$ cat src/rtl/eq_pkg.sv
// Shared state encoding and datapath widths for the two-band equalizer sequencer.
package eq_pkg;

   localparam int SMP_W_DEFAULT = 16;
   localparam int BASS_W        = 20;
   localparam int HIGH_W        = 23;
   localparam int EQ_W          = 24;

   typedef enum logic [2:0] {
      ST_IDLE   = 3'd0,
      ST_LAUNCH = 3'd1,
      ST_WAIT   = 3'd2,
      ST_SUM    = 3'd3,
      ST_DONE   = 3'd4
   } eq_state_t;

endpackage

$ cat src/rtl/eq_band_capture.sv
// Holds one band result and its got flag; captures once per sample on the first enabled ready.
module eq_band_capture #(
   parameter int W = 20
) (
   input  logic         clk,
   input  logic         rst,
   input  logic         clr,
   input  logic         en,
   input  logic         rdy,
   input  logic         force_zero,
   input  logic [W-1:0] data,
   output logic [W-1:0] cap,
   output logic         got,
   output logic         take
);

   logic [W-1:0] cap_reg;
   logic         got_reg;

   assign take = en & rdy & ~got_reg;
   assign cap  = cap_reg;
   assign got  = got_reg;

   always_ff @(posedge clk) begin
      if (rst) begin
         cap_reg <= '0;
         got_reg <= 1'b0;
      end else if (clr) begin
         got_reg <= 1'b0;
      end else if (take) begin
         cap_reg <= data;
         got_reg <= 1'b1;
      end else if (force_zero && !got_reg) begin
         // a band that never answered contributes zero to the sum
         cap_reg <= '0;
         got_reg <= 1'b1;
      end
   end

endmodule

$ cat src/rtl/eq_band_sequencer.sv
// Per-sample controller: latches a codec sample, launches both band filters, collects
// their results (with timeout), and publishes the 24-bit sum with a one-cycle strobe.
module eq_band_sequencer
   import eq_pkg::*;
#(
   parameter int SMP_W       = SMP_W_DEFAULT,
   parameter int TIMEOUT_CYC = 1024
) (
   input  logic              clk,
   input  logic              rst,
   input  logic              sample_in_rdy,
   input  logic [SMP_W-1:0]  sample_in,
   output logic [SMP_W-1:0]  band_sample,
   output logic              start_bass,
   output logic              start_high,
   input  logic              rdy_bass,
   input  logic [BASS_W-1:0] in_bass,
   input  logic              rdy_high,
   input  logic [HIGH_W-1:0] in_high,
   output logic [EQ_W-1:0]   eq_out,
   output logic              eq_rdy,
   output logic              busy,
   output logic              overrun,
   output logic              timeout_err,
   input  logic              err_clr
);

   localparam int CNT_W = $clog2(TIMEOUT_CYC) + 1;
   localparam logic [CNT_W-1:0] TMO_LAST = CNT_W'(TIMEOUT_CYC - 1);

   eq_state_t         state_reg, state_next;
   logic [CNT_W-1:0]  tmo_cnt_reg;
   logic [SMP_W-1:0]  band_sample_reg;
   logic [EQ_W-1:0]   eq_out_reg;
   logic              eq_rdy_reg;
   logic              overrun_reg;
   logic              timeout_err_reg;

   logic accept, launch, wait_en, force_zero, set_tmo, set_ovr, do_sum;

   logic [BASS_W-1:0] cap_bass;
   logic [HIGH_W-1:0] cap_high;
   logic              got_bass, got_high, take_bass, take_high, all_done;
   logic [EQ_W-1:0]   sum_next;

   eq_band_capture #(.W(BASS_W)) u_bass (
      .clk        (clk),
      .rst        (rst),
      .clr        (launch),
      .en         (wait_en),
      .rdy        (rdy_bass),
      .force_zero (force_zero),
      .data       (in_bass),
      .cap        (cap_bass),
      .got        (got_bass),
      .take       (take_bass)
   );

   eq_band_capture #(.W(HIGH_W)) u_high (
      .clk        (clk),
      .rst        (rst),
      .clr        (launch),
      .en         (wait_en),
      .rdy        (rdy_high),
      .force_zero (force_zero),
      .data       (in_high),
      .cap        (cap_high),
      .got        (got_high),
      .take       (take_high)
   );

   // last outstanding band may be captured on this very edge
   assign all_done = (got_bass | take_bass) & (got_high | take_high);

   assign sum_next = {{(EQ_W-BASS_W){cap_bass[BASS_W-1]}}, cap_bass}
                   + {{(EQ_W-HIGH_W){cap_high[HIGH_W-1]}}, cap_high};

   always_comb begin
      state_next = state_reg;
      accept     = 1'b0;
      launch     = 1'b0;
      wait_en    = 1'b0;
      force_zero = 1'b0;
      set_tmo    = 1'b0;
      set_ovr    = 1'b0;
      do_sum     = 1'b0;
      case (state_reg)
         ST_IDLE: begin
            if (sample_in_rdy) begin
               accept     = 1'b1;
               state_next = ST_LAUNCH;
            end
         end
         ST_LAUNCH: begin
            launch     = 1'b1;
            set_ovr    = sample_in_rdy;
            state_next = ST_WAIT;
         end
         ST_WAIT: begin
            wait_en = 1'b1;
            set_ovr = sample_in_rdy;
            if (all_done) begin
               state_next = ST_SUM;
            end else if (tmo_cnt_reg == TMO_LAST) begin
               force_zero = 1'b1;
               set_tmo    = 1'b1;
               state_next = ST_SUM;
            end
         end
         ST_SUM: begin
            do_sum     = 1'b1;
            set_ovr    = sample_in_rdy;
            state_next = ST_DONE;
         end
         ST_DONE: begin
            if (sample_in_rdy) begin
               accept     = 1'b1;
               state_next = ST_LAUNCH;
            end else begin
               state_next = ST_IDLE;
            end
         end
         default: state_next = ST_IDLE;
      endcase
   end

   always_ff @(posedge clk) begin
      if (rst) begin
         state_reg       <= ST_IDLE;
         tmo_cnt_reg     <= '0;
         band_sample_reg <= '0;
         eq_out_reg      <= '0;
         eq_rdy_reg      <= 1'b0;
         overrun_reg     <= 1'b0;
         timeout_err_reg <= 1'b0;
      end else begin
         state_reg  <= state_next;
         eq_rdy_reg <= do_sum;
         if (accept)
            band_sample_reg <= sample_in;
         if (launch)
            tmo_cnt_reg <= '0;
         else if (wait_en)
            tmo_cnt_reg <= tmo_cnt_reg + 1'b1;
         if (do_sum)
            eq_out_reg <= sum_next;
         // sticky flags: a set in the same cycle as err_clr wins
         if (set_ovr)
            overrun_reg <= 1'b1;
         else if (err_clr)
            overrun_reg <= 1'b0;
         if (set_tmo)
            timeout_err_reg <= 1'b1;
         else if (err_clr)
            timeout_err_reg <= 1'b0;
      end
   end

   assign band_sample = band_sample_reg;
   assign start_bass  = (state_reg == ST_LAUNCH);
   assign start_high  = (state_reg == ST_LAUNCH);
   assign eq_out      = eq_out_reg;
   assign eq_rdy      = eq_rdy_reg;
   assign busy        = (state_reg != ST_IDLE);
   assign overrun     = overrun_reg;
   assign timeout_err = timeout_err_reg;

endmodule

$ cat config.mk
export PLATFORM = sky130hd
export DESIGN_NAME = eq_band_sequencer
export DESIGN_NICKNAME = d
export VERILOG_FILES = /design/src/rtl/eq_pkg.sv /design/src/rtl/eq_band_capture.sv /design/src/rtl/eq_band_sequencer.sv
export SDC_FILE = /design/constraint.sdc
export NUM_CORES = 1
export LEC_CHECK = 0
export BUFFER_PORTS_ARGS = -buffer_cell sky130_fd_sc_hd__buf_2
export CAP_MARGIN = 20
export CORE_MARGIN = 2
export CORE_UTILIZATION = 58
export DETAILED_ROUTE_END_ITERATION = 10
export PLACE_DENSITY = 0.85
export SETUP_SLACK_MARGIN = 0.3
export SKIP_CTS_REPAIR_TIMING = 1
export SLEW_MARGIN = 0
export SYNTH_ARGS = -nofsm -noshare
export SYNTH_HDL_FRONTEND = slang
export SYNTH_SLANG_ARGS = --single-unit
$ cat constraint.sdc
create_clock -name clk -period 4.3 [get_ports clk]
set_clock_uncertainty 0.1 [all_clocks]
set_input_delay 0.86 -clock clk [delete_from_list [all_inputs] [get_ports clk]]
set_output_delay 0.86 -clock clk [all_outputs]
set_load 0.005 [all_outputs]
**Word level (Yosys, flattened, before mapping)**

Cells that the tools add are included.

- Register bits: 102
- Output and inout port bits: 46
- Logic and storage cells: 71

- Add/sub/neg operators: 2
- Equality and inequality tests: 7
- Muxes and demuxes: 25
- Bitwise logic cells: 10
- Reduce and logical (&&, ||, !) cells: 16

Operators with widths:

| operator | count |
|---|---|
| two-way mux 23 bit | 2 |
| two-way mux 20 bit | 2 |
| adder 20 x 23 -> 24 bit | 1 |
| two-way mux 1 bit | 17 |
| one-hot mux 3 bit (5 select lines) | 1 |
| adder 11 x 1 -> 11 bit, second input constant | 1 |
| equality test 11 x 10 -> 1 bit, second input constant | 1 |
| two-way mux 3 bit | 3 |
| nonzero test 2 bit | 4 |
| equality test 3 x 2 -> 1 bit, second input constant | 2 |
| AND reduction 2 bit | 3 |
| AND 1 bit | 5 |
| OR reduction 2 bit | 2 |
| equality test 3 x 1 -> 1 bit, second input constant | 1 |
| equality test 3 bit, second input constant | 1 |
| logical NOT 3 bit | 1 |
| != test 3 bit, second input constant | 1 |
| NOT 1 bit | 3 |
| nonzero test 3 bit | 1 |
| OR reduction 3 bit | 1 |
| logical AND 1 bit | 2 |
| logical NOT 1 bit | 2 |
| != test 2 bit, second input constant | 1 |
| bitwise OR 1 bit | 2 |

**Depth between registers and ports, before layout**

Gate-level depths: netlist of run 1.

- Depth in word-level cells: 11
- Depth in mapped cells: 10

**Cells and area by module**

Synthesis of run 1 repeated with hierarchy kept, for this count alone.

- Cells, all modules: 641
- Area, all modules: 5149.9 um2

By module, submodules not included:

| module | instances | cells each | area an instance (um2) |
|---|---|---|---|
| eq_band_sequencer | 1 | 439 | 3467.1 |
| eq_band_capture (u_high) | 1 | 107 | 892.1 |
| eq_band_capture (u_bass) | 1 | 95 | 790.8 |

**Worst setup path before layout of run 1**

OpenSTA, ideal clock, no wires.

- Kind: register to register
- Start point: register u_bass.cap_reg[0] (netlist: u_bass.cap[0])
- End point: register eq_out_reg[20] (netlist: eq_out[20])
- Library setup time: 0.062 ns
- Arrival time: 2.166 ns
- Required time: 4.138 ns
- Slack: 1.972 ns
- Stages on the path, launching flop included: 11
- Period minus slack after synthesis: 2.328 ns
- Path through: dfxtp_1 ha_1 inv_1 fa_1 and2b_1 o2111ai_1 a21oi_1 or2_2 a41oi_1 or4_1 nand3_1

- Longest elaborated chain between the ends: 1

RTL lines:

| item | RTL line | RTL |
|---|---|---|
| start, declared | eq_band_capture.sv:17 | `logic [W-1:0] cap_reg;` |
| start signal, assigned | eq_band_capture.sv:31 | `cap_reg <= data;` |
| adder 20 x 23 -> 24 bit | eq_band_sequencer.sv:76 | `+ {{(EQ_W-HIGH_W){cap_high[HIGH_W-1]}}, cap_high};` |
| end signal, assigned | eq_band_sequencer.sv:146 | `eq_out_reg <= sum_next;` |
| end, declared | eq_band_sequencer.sv:34 | `logic [EQ_W-1:0] eq_out_reg;` |

No other way between the ends.
A chain may end at the register's enable or synchronous reset.

==> results.md, run 1 <==
* Total Power at 1.783 mW
* Placer's final routability congestion estimate at 0.8992
* Finish-stage setup viols at 0
* Reg2reg start: u_bass.cap[0]
* Endpoints failing hold at 0
* ANT nets after route at 0
* H-tree depth at 3
* FMAX at 342.8 MHz
* EDFF count, synth at 0
* Nets at about 740
* Initial antenna violation count at 0
* Vias in the first global route at 4151
* Die H at 94.78 µm
* Clk pin slew, worst setup/hold paths at 0.10 ns
* CTS max path bufs at 2
* Critical path, cell by cell: buf_2 > clkinv_1 > and4_1 > a22o_1
* Ant diodes at 0
* Delay-heaviest family, CP: buffers and inverters
* DR iter-0 viols at 333
* Worst-Margin Slew at 0.8635 ns
* Largest stage delay, worst path at 0.69 ns
* Area growth syn-to-layout at 16.15%
* Drt drc at 0
* Synthesized cell area at about 0.0048 mm²
* Hold Path Sink: eq_out[7]
* Port Buffers at 110
* HP Class: flip-flop to flip-flop
* Die W at 94.78 µm
* CTS tree: yes
* Clock Latency Late Sink at 0.38 ns
* First-pass GRT wire length at between 15000 and 20000 µm
* TNS Setup at 0 ns
* Rel. slew slack at 42.44%
* Core Area at 0.008093 mm²
* Hold path start: eq_out[7]
* Ys flop type: dfxtp_1
* Hold WS at 0.3589 ns
* Cell count after synthesis at about 560
* Share of cells above drive strength 1 at 21.97%
* DIE AREA at 0.008983 mm²
* Hpwl dp at between 9000 and 10000 µm
* Yosys warning total at 0
* RSZ-0062 raised after global routing: no
* Remaining global-route overflow at 0
* Gr usage total at 27.20%
* Worst reg-to-reg setup slack at 1.59 ns
* Starting density of the core at 59.06%
* Post-Route WL at 12260 µm
* Routed len/inst at about 16 µm
* 1st-pass router iterations at 5
* Pleak at between 2 and 2.5 nW
* Largest net degree at the start of global routing at 38
* Worst-path fanout max at 37
* Post-Syn Nets at approximately 650
* R2R cell count at 10
* Pwr Density at 321.2 mW/mm²
* Largest register FFs at 24
* Seq/Total Area, Yosys at 42.72%
* Max-cap viol count at 0
* Number of distinct library cells after synthesis at 63
* Crit start category: input port
* Rows at 33
* R2r endpoint: eq_out[14]
* Min Tclk post-route at a little under 3 ns
* Avg Cell Area, Syn at 8.596 µm²
* Critical Path Sink Type: flip-flop
* Clock root buffer: clkbuf_8
* Clock sinks at 102
* Number of buffers created by CTS at 9
* Via density at 5.950
* Seq cells post-synth at 102
* DR vias at 4498
* Slowest cell on the critical path: and4_1
* I/O pin count at 111
* CP bufs+invs at 2
* Crit path DAT at roughly 3 ns
* Tcrit/Tclk final at 67.84%
* VDD IR max at roughly 0.22 mV
* Max Slew Vio Count at 0
* Status: finished clean
* Post-synth ARST share at 0%
* Worst Path Required at approximately 4.5 ns
* CP Class: input port to flip-flop
* WHS Path Cells at 2
-- power by group --
| group | leakage, nW | internal [mW] | switching (mW) | total, mW |
|---|---|---|---|---|
| clock | 0.0960 | 0.235 | 0.352 | 0.587 |
| combinational | 1.53 | 0.0813 | 0.117 | 0.198 |
| sequential | 0.826 | 0.975 | 0.0227 | 0.998 |
-- stage by stage --
stage	worst slack (ns)	cell area, µm²	std cells	utilization [%]
2_1_floorplan	1.972	4780	556	-
3_3_place_gp	1.113	5348	739	66.08
3_5_place_dp	1.034	5348	739	66.08
4_1_cts	1.420	5540	755	68.46
5_1_grt	1.234	5552	756	68.60
6_report	1.383	5552	756	68.60
-- how the worst max path moves through the flow --
stage                   from       endpoint  slack (ns)  depth (start not counted)
4_1_cts                  rst  u_high.cap[5]        1.42                          4
2_1_floorplan  u_bass.cap[0]     eq_out[20]        1.97                         10
3_5_place_dp             rst  u_high.cap[5]        1.03                          4
6_report                 rst  u_high.cap[0]        1.38                          4
3_3_place_gp             rst  u_high.cap[1]        1.11                          4
5_1_grt                  rst  u_high.cap[0]        1.23                          4
-- layout by cell type (no fill, tap or decap), types with 2 or more instances in the layout --
master / count
nor2b_1: 2
and4_1: 2
inv_6: 2
buf_4: 3
nor3b_1: 2
clkbuf_8: 10
ha_1: 24
nand2b_1: 2
or2_2: 3
o21ai_0: 18
xor2_1: 10
o211ai_1: 2
o21a_1: 5
a21oi_1: 47
and3_1: 8
a32oi_1: 2
a311o_1: 2
a211oi_1: 2
dfxtp_1: 102
nand2_1: 72
and2_1: 2
nand3b_1: 2
a21o_1: 7
buf_2: 110
o21bai_1: 2
or3_1: 4
nand3_1: 25
nand4_1: 12
xnor2_1: 9
a22o_1: 25
or4_1: 4
nor3_1: 9
a22oi_1: 20
inv_1: 10
nor2_1: 56
-- tightest hold or removal path: stages (launching register included) --
cell	delay [ns]
dfxtp_1	0.32
nand2_1	0.05
a21oi_1	0.05
-- Yosys cell counts (all sizes together) (12+ instances only) --
master / count / area (µm²)
a21oi: 47 / 235.2
a22o: 25 / 219.0
a22oi: 20 / 150.1
clkbuf: 25 / 93.84
dfxtp: 102 / 2042
ha: 24 / 300.3
nand2: 72 / 270.3
nand3: 25 / 125.1
nand4: 12 / 75.07
nor2: 56 / 210.2
o21ai: 18 / 90.09
-- cell families after synthesis --
logic type / synth area share (%)
DFF: 42.72
and+or+nand+nor: 21.13
AOI/OAI and AO/OA: 21.68
xor gates and xnor gates: 3.482
adders and majority gates: 6.702
muxes: 0.4450
buffers and inverters: 3.848
-- cell type report --
class | instances | area [µm²]
clock buffer | 10 | 137.6
clock inverter | 6 | 55.05
fill | 714 | 2541
inverter | 11 | 41.29
multi-input combinational | 408 | 2560
sequential | 102 | 2042
tap | 105 | 131.4
timing repair buffer | 114 | 584.3
-- layer usage --
layer / track usage [%] / part of all wire, % / vias up
li1: - / - / 2184
met1: 34.95 / 43 / 2131
met2: 45.33 / 48 / 158
met3: 5.028 / 7.3 / 25
met4: 10.51 / 1.8 / 0
met5: 0 / 0 / -
No activity file was read; power rests on OpenSTA's default activity.
==> run 2: changes to the inputs <==
--- a/config.mk
+++ b/config.mk
@@ -8,9 +8,9 @@
 export BUFFER_PORTS_ARGS = -buffer_cell sky130_fd_sc_hd__buf_2
 export CAP_MARGIN = 20
 export CORE_MARGIN = 2
-export CORE_UTILIZATION = 58
+export CORE_UTILIZATION = 49
 export DETAILED_ROUTE_END_ITERATION = 10
-export PLACE_DENSITY = 0.85
+export PLACE_DENSITY = 0.77
 export SETUP_SLACK_MARGIN = 0.3
 export SKIP_CTS_REPAIR_TIMING = 1
 export SLEW_MARGIN = 0
==> constraint.sdc (replaced) <==
create_clock -name clk -period 2.4 [get_ports clk]
set_clock_uncertainty 0.1 [all_clocks]
set_input_delay 0.48 -clock clk [delete_from_list [all_inputs] [get_ports clk]]
set_output_delay 0.48 -clock clk [all_outputs]
set_load 0.005 [all_outputs]
==> run 2 against run 1 <==
  * Sequential power increased by 79%
  * Sequential cell count unchanged
  * Count of clock-buffer cells in the layout increased by 2
  * Register-to-register slack got worse by 1.5 ns
  * Critical path depth increased by 6
  * Sequential share of layout area decreased by 1.9 points
==> results.md, run 2 (synthesized netlist as in run 1, its figures left out) <==
* Crit path DAT at 2.55 ns (-0.54 ns)
* Footprint of the multi-input gates at 0.002679 mm² (+4.6%)
* Clk pwr share at 35.0% (+2.1 points)
* Worst slack at placement at 0.05601 ns (-0.9783 ns)
* DIE AREA at 0.01056 mm² (+18%)
* Endpoints failing hold at 0 (unchanged)
* NetSw at 0.8491 mW (+73%)
* Core Area at 0.009639 mm² (+19%)
* Share of cells above drive strength 1 at 27.10% (+5.1 points)
* Total Power at 3.331 mW (+87%)
* Starting density of the core at 49.58% (-9.5 points)
* Largest stage delay, worst path at 0.42 ns (-0.27 ns)
* Initial antenna violation count at 0 (unchanged)
* Tcrit/Tclk final at 97.53%
* Uppermost routed layer: met4
* Design area at 0.005869 mm² (+5.7%)
* Pleak at 2.553 nW (+4.1%)
* Most common cell after layout, fill and taps aside: buf_2
* DR vias at 4474 (-0.53%)
* Pwr Density at 567.5 mW/mm² (+77%)
* Critical path, cell by cell: ha_4 > inv_2 > fa_2 > and2b_1 > o2111ai_2 > a21oi_2 > or2_4 > a41oi_1 > or4_1 > nand3_1
* Die W at 102.8 µm (+8.4%)
* Commonest cells after routing, fill and taps aside: buf_2, dfxtp_1, nand2_1
* CP Class: flip-flop to flip-flop
* Status: finished clean
* Number of buffers created by CTS at 9 (unchanged)
* Post-Route WL at 12590 µm (+2.6%)
* DR iter-0 viols at 249 (-25%)
* Max-cap viol count at 0 (unchanged)
* Switch share at 25.49% (-2.1 points)
* Port Buffers at 110 (unchanged)
* Routed length on met2 at 5977 µm (+2.1%)
* Nets at 753 (+2.3%)
* ANT nets after route at 0 (unchanged)
* H-tree depth at 3 (unchanged)
* Min Tclk post-route at ~2.3 ns
* Reg area at 0.002044 mm² (+0.12%)
* Seq pwr share at 53.7% (-2.3 points)
* VDD IR max at 0.3577 mV (+64%)
* Clock sinks at 102 (unchanged)
* CTS tree: yes
* Post-route setup slack at 0.05937 ns (-1.323 ns)
* Finish-stage setup viols at 0 (unchanged)
* Filler cells at 858 (+20%)
* CTS max path bufs at 2 (unchanged)
* Area growth syn-to-layout at 22.80%
* Clock root buffer: clkbuf_8
* Gr usage total at 24.07% (-3.1 points)
* Remaining global-route overflow at 0 (unchanged)
* Largest register FFs at 24 (unchanged)
* Slowest cell on the critical path: or4_1
* RSZ-0062 raised after global routing: yes
* Delay-heaviest family, CP: simple AND/OR/NAND/NOR gates
* Vias in the first global route at 4154 (+0.072%)
* Hpwl dp at 9018 µm (-0.54%)
* 1st-pass router iterations at 4 (-1)
* HP Class: input port to flip-flop
* Largest net degree at the start of global routing at 66 (+74%)
* Rel. slew slack at 39.33% (-3.1 points)
* Clk pin slew, worst setup/hold paths at 0.10 ns (about the same)
* Worst-Margin Slew at 0.9101 ns (+0.04663 ns)
* Max Slew Vio Count at 0 (unchanged)
* Die H at 102.8 µm (+8.4%)
* Via density at 5.586 (-6.1%)
* CP bufs+invs at 1 (-1)
* Ant diodes at 0 (unchanged)
* Rows at 36 (+9.1%)
* Crit start category: flip-flop
* Hold WS at 0.2255 ns (-0.1334 ns)
* I/O pin count at 111 (unchanged)
* Clock Latency Late Sink at 0.37 ns (about the same)
* First-pass GRT wire length at 19890 µm (+3.7%)
* Worst-path fanout max at 4 (-89%)
* Drt drc at 0 (unchanged)
* FMAX at 427.2 MHz
* DRT met1 WL at 5590 µm (+5.5%)
* DP Area at 0.005532 mm² (+3.4%)
* Placer's final routability congestion estimate at 0.9609 (+6.9%)
* Comb power frac at 11.4% (+0.3 points)
* Critical Path Sink Type: flip-flop
* Internal power at 2.482 mW (+92%)
* Wire length on met3 at 887 µm (-0.67%)
* Worst Path Required at 2.61 ns (-1.87 ns)
* Routed len/inst at 15.71 µm (-3.1%)
## run 2: cell types whose count changed in the layout (fill, tap and decap cells not counted), moves of 2 or more
cell      before  now
o21ai_1        0    2
nor2_2         0    2
a21oi_1       47   42
clkbuf_8      10   12
dfxtp_2        0    2
ha_4           0    4
nor2_1        56   54
a21oi_2        0    5
dfxtp_1      102  100
buf_4          3   20
ha_1          24   19
o21ai_0       18   15
## run 2: metrics by stage
stage	utilization, %	TNS (ns)	instances
3_3_place_gp	57.39	0	779
4_1_cts	59.64	0	795
6_report	60.89	0	801
5_1_grt	60.89	-0.08390	801
3_5_place_dp	57.39	0	779
2_1_floorplan	-	0	556
## run 2: cell type report
class | count | share of cell area [%]
inverter | 11 | 0.7035
tap | 133 | 2.835
multi-input combinational | 408 | 45.64
clock buffer | 12 | 2.814
sequential | 102 | 34.83
timing repair buffer | 131 | 12.28
clock inverter | 4 | 0.8953
## run 2: power by group through the flow
stage / Sequential [mW] / Combinational, mW / Clock [mW]
after CTS: 1.79 / 0.374 / 1.18
after global placement: 1.82 / 0.364 / 0
after floorplan: 1.81 / 0.224 / 0
after detailed placement: 1.83 / 0.371 / 0
after global routing: 1.80 / 0.425 / 1.25
final: 1.79 / 0.379 / 1.16
## run 2: layer usage
layer | up-vias | global-route usage, %
met5 | - | 0
met4 | 0 | 7.996
met3 | 11 | 4.339
met2 | 154 | 38.96
met1 | 2096 | 32.72
li1 | 2213 | -
## run 2: final timing paths
kind,depth (start not counted),to,slack (ns),start
max,10,eq_out[20],0.06,u_bass.cap[0]
min,2,u_high.cap[12],0.23,in_high[12]
max reg2reg,10,eq_out[20],0.06,u_bass.cap[0]
min reg2reg,2,eq_out[7],0.35,eq_out[7]
==> run 3: changes to the inputs <==
--- a/config.mk
+++ b/config.mk
@@ -8,9 +8,9 @@
 export BUFFER_PORTS_ARGS = -buffer_cell sky130_fd_sc_hd__buf_2
 export CAP_MARGIN = 20
 export CORE_MARGIN = 2
-export CORE_UTILIZATION = 49
+export CORE_UTILIZATION = 58
 export DETAILED_ROUTE_END_ITERATION = 10
-export PLACE_DENSITY = 0.77
+export PLACE_DENSITY = 0.85
 export SETUP_SLACK_MARGIN = 0.3
 export SKIP_CTS_REPAIR_TIMING = 1
 export SLEW_MARGIN = 0
==> constraint.sdc (replaced) <==
create_clock -name clk -period 2.7 [get_ports clk]
set_clock_uncertainty 0.1 [all_clocks]
set_input_delay 0.54 -clock clk [delete_from_list [all_inputs] [get_ports clk]]
set_output_delay 0.54 -clock clk [all_outputs]
set_load 0.005 [all_outputs]
==> run 3 against run 2 <==
  * Non-clock buffer count decreased by 8
  * Final area fell by 3.7%
  * Worst setup slack better by 0.16 ns
  * Critical path depth unchanged
  * Global-route usage rose by 3.3 points
  * Maximum frequency shrank 5.6%
  * Clock power fell by 24%
  * Cell count shrank 4.6%
  * Via count up 0.58%
  * Critical endpoint is now eq_out[14]
==> results.md, run 3 (synthesized netlist as in run 1, its figures left out) <==
* VDD IR max at 0.3753 mV (+4.9%)
* Initial antenna violation count at 0 (unchanged)
* Reg2reg start: u_high.cap[0]
* DIE AREA at 0.008983 mm² (-15%)
* Commonest cells after routing, fill and taps aside: buf_2, dfxtp_1, nand2_1
* CTS max path bufs at 2 (unchanged)
* Die W at 94.78 µm (-7.8%)
* Worst-path fanout max at 4 (unchanged)
* CTS tree: yes
* R2R cell count at 10 (unchanged)
* Crit start category: flip-flop
* Drt drc at 0 (unchanged)
* Filler cells at 664 (-23%)
* DRT met1 WL at 5375 µm (-3.8%)
* 1st-pass router iterations at 5 (+1)
* Largest register FFs at 24 (unchanged)
* Routed length on met2 at 5884 µm (-1.6%)
* DR iter-0 viols at 300 (+20%)
* Rows at 33 (-8.3%)
* Post-Route WL at 12240 µm (-2.7%)
* Uppermost routed layer: met4
* Ant diodes at 0 (unchanged)
* DR vias at 4500 (+0.58%)
* First-pass GRT wire length at 19430 µm (-2.3%)
* Core Area at 0.008093 mm² (-16%)
* Tcrit/Tclk final at 91.82% (-5.7 points)
* FMAX at 403.3 MHz (-5.6%)
* RSZ-0062 raised after global routing: yes
* Reg area at 0.002044 mm² (unchanged)
* Clock Latency Late Sink at 0.37 ns (about the same)
* Die H at 94.78 µm (-7.8%)
* Placer's final routability congestion estimate at 0.9595 (-0.15%)
* Vias in the first global route at 4185 (+0.75%)
* Share of cells above drive strength 1 at 24.73% (-2.4 points)
* Clock root buffer: clkbuf_8
* Worst-Margin Slew at 0.8895 ns (-0.02059 ns)
* Remaining global-route overflow at 0 (unchanged)
* I/O pin count at 111 (unchanged)
* Worst Setup EP: eq_out[14]
* Starting density of the core at 59.06% (+9.5 points)
* Footprint of the multi-input gates at 0.002609 mm² (-2.6%)
* Worst setup path start: u_high.cap[0]
* R2r endpoint: eq_out[14]
* Pwr Density at 494.3 mW/mm² (-13%)
* Finished Core Util at 69.85% (+9.0 points)
* Clock sinks at 102 (unchanged)
* Status: finished clean
* Max-cap viol count at 0 (unchanged)
* Wire length on met3 at 758 µm (-15%)
* Port Buffers at 110 (unchanged)
* Gr usage total at 27.33% (+3.3 points)
* Min Tclk post-route at 2.479 ns (+0.1386 ns)
* Worst Path Required at 2.90 ns (+0.29 ns)
* Endpoints failing hold at 0 (unchanged)
* Pleak at 2.483 nW (-2.8%)
* TNS Setup at 0 ns (unchanged)
* Finish-stage setup viols at 0 (unchanged)
* Rel. slew slack at 40.70% (+1.4 points)
* Nets at 745 (-1.1%)
* Max Slew Vio Count at 0 (unchanged)
* HP Class: input port to flip-flop
* Most common cell after layout, fill and taps aside: buf_2
* H-tree depth at 3 (unchanged)
* Clk pin slew, worst setup/hold paths at 0.10 ns (about the same)
* Critical Path Sink Type: flip-flop
* Number of buffers created by CTS at 9 (unchanged)
* Hpwl dp at 9147 µm (+1.4%)
* Crit path DAT at 2.68 ns (+0.13 ns)
* Largest net degree at the start of global routing at 35 (-47%)
* Worst reg-to-reg setup slack at 0.22 ns (+0.16 ns)
* CP Class: flip-flop to flip-flop
* Via density at 5.890 (+5.5%)
* Area growth syn-to-layout at 18.27%
* Routed len/inst at 16.02 µm (+2.0%)
* ANT nets after route at 0 (unchanged)
-- run 3: changes by cell type in the layout (fill, tap and decap cells not counted), moves of 2 or more --
cell and delta:
clkinvlp_4 +2, buf_4 -8, a21oi_1 +2, a21oi_2 -2, ha_1 +3, clkbuf_8 -3
ha_4 -3
-- run 3: cell type report --
type                            instances  area share, %
Clock inverter                          5         0.7747
Sequential cell                       102          36.17
Multi-Input combinational cell        408          46.15
Timing Repair Buffer                  123          11.60
Inverter                               11         0.7304
Clock buffer                           10          2.258
Tap cell                              105          2.324
-- run 3: worst min-delay path by stage --
stage | endpoint | depth (start not counted) | startpoint | slack, ns
after global routing | u_high.cap[14] | 2 | in_high[14] | 0.28
final | u_high.cap[14] | 2 | in_high[14] | 0.28
after detailed placement | eq_out[2] | 2 | eq_out[2] | 0.35
after global placement | eq_out[7] | 2 | eq_out[7] | 0.34
after CTS | u_high.cap[14] | 2 | in_high[14] | 0.27
after floorplan | u_high.cap[18] | 1 | u_high.cap[18] | 0.35
-- run 3: stage by stage --
| step | std cells | cell area [µm²] | total power, mW | hold WS [ns] | setup slack [ns] |
|---|---|---|---|---|---|
| 2_1_floorplan | 556 | 4780 | 1.809 | 0.3463 | 0.3718 |
| 5_1_grt | 764 | 5653 | 2.905 | 0.2769 | 0.1164 |
| 6_report | 764 | 5653 | 2.794 | 0.2823 | 0.2208 |
| 3_5_place_dp | 745 | 5400 | 1.940 | 0.3482 | 0.1686 |
| 3_3_place_gp | 744 | 5385 | 1.925 | 0.3372 | 0.2336 |
| 4_1_cts | 760 | 5572 | 2.803 | 0.2717 | 0.1338 |
-- run 3: power by group --
| part | internal [mW] | switching [mW] |
|---|---|---|
| clock network | 0.342 | 0.540 |
| registers | 1.55 | 0.0356 |
| logic | 0.136 | 0.187 |
| total | 2.03 | 0.762 |
-- run 3: per-layer routing --
layer / track usage, % / vias up
li1: - / 2198
met1: 35.91 / 2094
met2: 44.74 / 185
met3: 4.709 / 23
met4: 10.75 / 0
met5: 0 / -
-- run 3: worst max-delay path, stage by stage, from the launching register on --
cell and delay, ns:
dfxtp_2 0.37, ha_4 0.14, inv_2 0.04, fa_2 0.38
and2b_1 0.23, o2111ai_2 0.15, a21oi_2 0.21, or2_4 0.18
o21ai_2 0.06, or4_1 0.47, nand3_1 0.10
